$ cat config.mk
export PLATFORM = sky130hd
export DESIGN_NAME = dsp_mac_seq
export DESIGN_NICKNAME = d
export VERILOG_FILES = /design/src/rtl/dsp_mac_seq.sv
export SDC_FILE = /design/constraint.sdc
export NUM_CORES = 1
export LEC_CHECK = 0
export ABC_AREA = 1
export BUFFER_PORTS_ARGS = -buffer_cell sky130_fd_sc_hd__clkbuf_2
export CORE_AREA = 5 5 44 74
export DETAILED_ROUTE_END_ITERATION = 12
export DIE_AREA = 0 0 49 79
export PLACE_DENSITY_LB_ADDON = 0.2
export SLEW_MARGIN = 20
export SYNTH_ARGS = -nofsm -noshare
export SYNTH_HDL_FRONTEND = slang
export SYNTH_SLANG_ARGS = --single-unit
$ cat constraint.sdc
create_clock -name clk -period 2.2 [get_ports clk]
set_input_delay 0.33 -clock clk [delete_from_list [all_inputs] [get_ports clk]]
set_output_delay 0.33 -clock clk [all_outputs]
set_load 0.02 [all_outputs]
$ cat src/rtl/dsp_mac_seq.sv
// Sequencer for a DSP48A1-style MAC slice: counts a job of operand pairs and
// issues operand/P clock enables and OPMODE, delayed to match the slice pipeline.
module dsp_mac_seq #(
   parameter int LEN_W    = 8,
   parameter int PIPE_LAT = 4
) (
   input  logic             clk,
   input  logic             rstn,
   input  logic             start,
   input  logic [LEN_W-1:0] len,
   input  logic             abort,
   input  logic             smp_valid,
   output logic             smp_ready,
   output logic             ce_ab,
   output logic             ce_mid,
   output logic             ce_p,
   output logic             rst_p,
   output logic [7:0]       opmode,
   output logic             busy,
   output logic             done,
   output logic             err
);

   localparam int DEPTH = PIPE_LAT - 1;

   typedef enum logic [1:0] {IDLE, RUN, DRAIN, DONE} state_t;

   state_t           state_reg;
   logic [LEN_W-1:0] cnt_reg;
   logic             first_reg;
   logic             err_reg;
   logic [DEPTH-1:0] vld_reg;
   logic [DEPTH-1:0] first_tag_reg;
   logic [DEPTH-1:0] last_tag_reg;

   logic in_job;
   logic abort_hit;
   logic accept;
   logic cnt_is_one;
   logic tag_out_vld;

   assign in_job     = (state_reg == RUN) || (state_reg == DRAIN);
   assign abort_hit  = rstn && abort && in_job;
   assign cnt_is_one = (cnt_reg == LEN_W'(1));
   // abort dominates a pending operand: nothing is captured in the abort cycle
   assign smp_ready  = rstn && (state_reg == RUN) && (cnt_reg != '0) && !abort;
   assign accept     = smp_ready && smp_valid;

   always_ff @(posedge clk) begin
      if (!rstn) begin
         state_reg <= IDLE;
         cnt_reg   <= '0;
         first_reg <= 1'b0;
         err_reg   <= 1'b0;
      end else begin
         err_reg <= 1'b0;
         case (state_reg)
            IDLE, DONE: begin
               state_reg <= IDLE;
               if (start && !(state_reg == DONE && abort)) begin
                  if (len != '0) begin
                     state_reg <= RUN;
                     cnt_reg   <= len;
                     first_reg <= 1'b1;
                  end else begin
                     err_reg <= 1'b1;
                  end
               end
            end
            RUN: begin
               if (abort) begin
                  state_reg <= IDLE;
                  cnt_reg   <= '0;
               end else if (accept) begin
                  cnt_reg   <= cnt_reg - LEN_W'(1);
                  first_reg <= 1'b0;
                  if (cnt_is_one) state_reg <= DRAIN;
               end
            end
            DRAIN: begin
               if (abort) begin
                  state_reg <= IDLE;
               end else if (vld_reg[DEPTH-1] && last_tag_reg[DEPTH-1]) begin
                  state_reg <= DONE;
               end
            end
            default: state_reg <= IDLE;
         endcase
      end
   end

   // Tag line: stage DEPTH-1 lines up with the P register update edge.
   generate
      for (genvar gi = 0; gi < DEPTH; gi++) begin : g_tag
         always_ff @(posedge clk) begin
            if (!rstn || abort_hit) begin
               vld_reg[gi]       <= 1'b0;
               first_tag_reg[gi] <= 1'b0;
               last_tag_reg[gi]  <= 1'b0;
            end else if (gi == 0) begin
               vld_reg[gi]       <= accept;
               first_tag_reg[gi] <= accept && first_reg;
               last_tag_reg[gi]  <= accept && cnt_is_one;
            end else begin
               vld_reg[gi]       <= vld_reg[(gi == 0) ? 0 : gi-1];
               first_tag_reg[gi] <= first_tag_reg[(gi == 0) ? 0 : gi-1];
               last_tag_reg[gi]  <= last_tag_reg[(gi == 0) ? 0 : gi-1];
            end
         end
      end
   endgenerate

   assign tag_out_vld = rstn && !abort_hit && vld_reg[DEPTH-1];

   assign ce_ab  = accept;
   assign ce_mid = rstn && in_job;
   assign ce_p   = tag_out_vld;
   assign opmode = !tag_out_vld ? 8'h00 : (first_tag_reg[DEPTH-1] ? 8'h01 : 8'h09);
   assign rst_p  = !rstn || abort_hit;
   assign busy   = rstn && in_job;
   assign done   = rstn && (state_reg == DONE);
   assign err    = rstn && err_reg;

endmodule

==> metrics.md <==
| Metric | Value |
|---|---|
| Status | `complete, no violations` |
| Yosys top cell by area | `dfxtp_1` |
| Register share of total power | `28.9%` |
| Tightest Hold Check Type | `in2reg` |
| Setup WS pre-CTS | `a little under 0.4 ns` |
| Netlist cell types | `28` |
| PortBufs | `22` |
| H-tree Lvls | `1` |
| Leakage power | `just under 0.8 nW` |
| Switch share | `between 40% and 50%` |
| Overflow after GRT | `0` |
| Setup TNS | `0 ns` |
| Routed length per instance | `11.3 µm` |
| Compound-Gate Fraction of Synth Area | `a little over 8%` |
| CTS tree | `yes` |
| Startpoint Class | `register` |
| IO Pins | `29` |
| Fmax | `between 400 and 500 MHz` |
| Total Nets Final | `between 200 and 250` |
| Ant diodes | `0` |
| Clock skew | `0.00436 ns` |
| Setup violators final | `0` |
| # clock sinks | `21` |
| # rows | `25` |
| Syn Area/Cell | `approximately 6.4 µm²` |
| Final hold viol count | `0` |
| CTS clk-pin slew, worst paths | `approximately 0.08 ns` |
| Max stage delay on crit path | `between 0.3 and 0.4 ns` |
| Clock share of power | `a little over an eighth` |
| Initial antenna violation count | `0` |
| Total CTS buffers | `3` |
| Pwr dens | `1310 mW/mm²` |
| Post-Synth Adder-Cell Area | `between 5 and 6%` |
| DIE HEIGHT | `~80 µm` |
| Dominant cells by area after synthesis | `dfxtp_1, nand2_1, nor2_1` |
| Xor and xnor area share after synthesis | `0%` |
| Most common cell after layout, fill and taps aside | `nand2_1` |
| Routed vias | `between 1000 and 1500` |
| Clk_lat worst skew | `around 0.26 ns` |
| Comb power frac | `about 58%` |
| Share of the synthesized area in the top cell type | `between 30% and 40%` |
| Max capacitance violation total | `0` |
| Total GRT Usage | `~16%` |
| Combinational family with the most area after synthesis | `simple AND/OR/NAND/NOR gates` |
| Pint | `~0.0010 W` |
| Multiplexer share of the synthesized area | `0%` |
| Gp weighted congestion | `approximately 0.85` |
| Number of flip-flops in the largest register | `8` |
| Initial Utilization | `between 40% and 50%` |
| Ratio of cells with drive above 1 in the final layout | `approximately 18%` |
| ANT nets after route | `0` |
| Psw | `about 0.00092 W` |
| Area grow syn2layout | `13.1%` |
| Post-synthesis register bit count | `21` |
| First-pass GRT wire length | `a little under 5 mm` |
| Drt via density | `approximately 4.9` |
| Clock Path Buffers | `2` |
| Crit path max-delay cell type | `dfxtp_1` |
| Synth Instances | `approximately 200` |
| Final wirelength | `slightly below 3 mm` |
| Fin. max-slew vios | `0` |
| CP endpoint kind | `output pin` |
| Root Buffer | `clkbuf_8` |
| Final worst path period share | `between 90 and 100%` |
| Core Box Area | `about 0.0026 mm²` |
| Vias in the first global route | `between 1000 and 1500` |
| Worst-path maximum fanout | `10` |
| Final min period | `2.05 ns` |
| Fillcell total | `approximately 320` |
| Worst path cell trace | `inv_1 > ha_1 > inv_4 > nor2_8 > inv_2 > nor2_4 > nand3_4 > inv_1 > clkbuf_2` |
| Synth warn | `0` |
| Setup ws final | `roughly 0.15 ns` |
| DRC | `0` |
| CP Class | `reg2out` |
| Post-DP HPWL | `between 2 and 2.5 mm` |
| Most frequent cells in the layout | `nand2_1, nor2_1, inv_1` |
| Area of the mapped netlist | `~0.0013 mm²` |
| Largest net degree at the start of global routing | `15` |
| DRT iter0 DRCs | `24` |
| Die ar. | `0.00387 mm²` |
| VDD IR max | `approximately 0.73 mV` |
| Synth Area in Simple Gates | `between 30% and 40%` |
| Critical Path RT | `between 1.5 and 2 ns` |
| Most frequent cell on the critical path | `inv_1` |
| Crit path DAT | `1.72 ns` |
| Unrepaired setup endpoints after global routing | `no` |
| 1st-pass router iterations | `5` |
| Chip width | `~49 µm` |
| Post-synthesis sequential area ratio | `roughly a third` |
[logic make-up (layout without fill, tap and decap cells)]
kind of cell	Yosys count	after routing
compound gates	20	20
simple gates	114	114
other cells	1	6
flops	21	21
buf+inv	42	61
fa+ha+maj	6	6
[critical path: cells and delay by family (launching register included)]
family	cells	cell delay (ns)
buffers and inverters	5	0.50
and+or+nand+nor	3	0.41
DFF	1	0.33
adders and majority gates	1	0.22
[final timing paths]
path         slack (ns)              end  cells after the start             from
max                0.15            ce_ab                      9     state_reg[1]
min                0.36       vld_reg[0]                      3        smp_valid
max reg2reg        0.42       cnt_reg[7]                     11     state_reg[1]
min reg2reg        0.42  last_tag_reg[2]                      2  last_tag_reg[1]
[Yosys cell counts]
| library cell | count |
|---|---|
| nand2_4 | 1 |
| nand4_1 | 1 |
| nor3_1 | 2 |
| a21boi_0 | 1 |
| clkbuf_1 | 2 |
| inv_2 | 2 |
| a21oi_1 | 10 |
| nand3_4 | 1 |
| inv_1 | 28 |
| and2_1 | 1 |
| nand3_1 | 12 |
| dfxtp_1 | 21 |
| o21ai_0 | 6 |
| buf_6 | 1 |
| ha_1 | 6 |
| nand3b_1 | 1 |
| nor2_1 | 40 |
| a21oi_2 | 1 |
| o21ai_1 | 1 |
| nor2_4 | 1 |
| nand2_1 | 51 |
| a22oi_1 | 1 |
| buf_4 | 8 |
| conb_1 | 1 |
| nor2_8 | 1 |
| nor4_1 | 1 |
| nand2_2 | 1 |
| buf_2 | 1 |
[power groups by stage]
stage / registers, W / clock network, W / logic (W)
after global placement: 0.000561 / 0 / 0.00109
after floorplan: 0.000546 / 0 / 0.000889
after CTS: 0.000556 / 0.000264 / 0.00110
after detailed placement: 0.000564 / 0 / 0.00110
after global routing: 0.000572 / 0.000278 / 0.00127
final: 0.000558 / 0.000254 / 0.00112
[cell type report]
type | count | area [µm²] | share of cell area (%)
clock buffers | 4 | 45.0 | 3.04
inverters | 30 | 115 | 7.78
multi-input cells | 146 | 714 | 48.3
flip-flops and latches | 21 | 422 | 28.5
well taps | 27 | 33.8 | 2.28
repair buffers | 27 | 150 | 10.1
[stage by stage]
step	cell area, µm²	hold WS (ns)	total power, W	cells	utilization [%]
floorplan	1330	0.394	0.00143	209	-
global placement	1410	0.406	0.00165	248	53.5
detailed placement	1410	0.413	0.00166	248	53.5
CTS	1450	0.361	0.00192	252	55.2
global route	1480	0.365	0.00212	255	56.3
finish	1480	0.357	0.00193	255	56.3
[per-layer routing]
layer | global-route usage (%) | up-vias | routed length (µm)
met4 | 8.09 | 0 | 102
li1 | - | 655 | -
met1 | 17.4 | 557 | 1120
met2 | 28.1 | 32 | 1510
met5 | 0 | - | 0
met3 | 3.19 | 9 | 150
[what timing repair did]
item                                    in CTS  in global routing
endpoints found under the setup margin       0                  5
setup buffers                                0                  3
hold buffers                                 0                  0
gates resized for setup                      0                  4
Note: power is estimated with default switching activity, not from simulation.
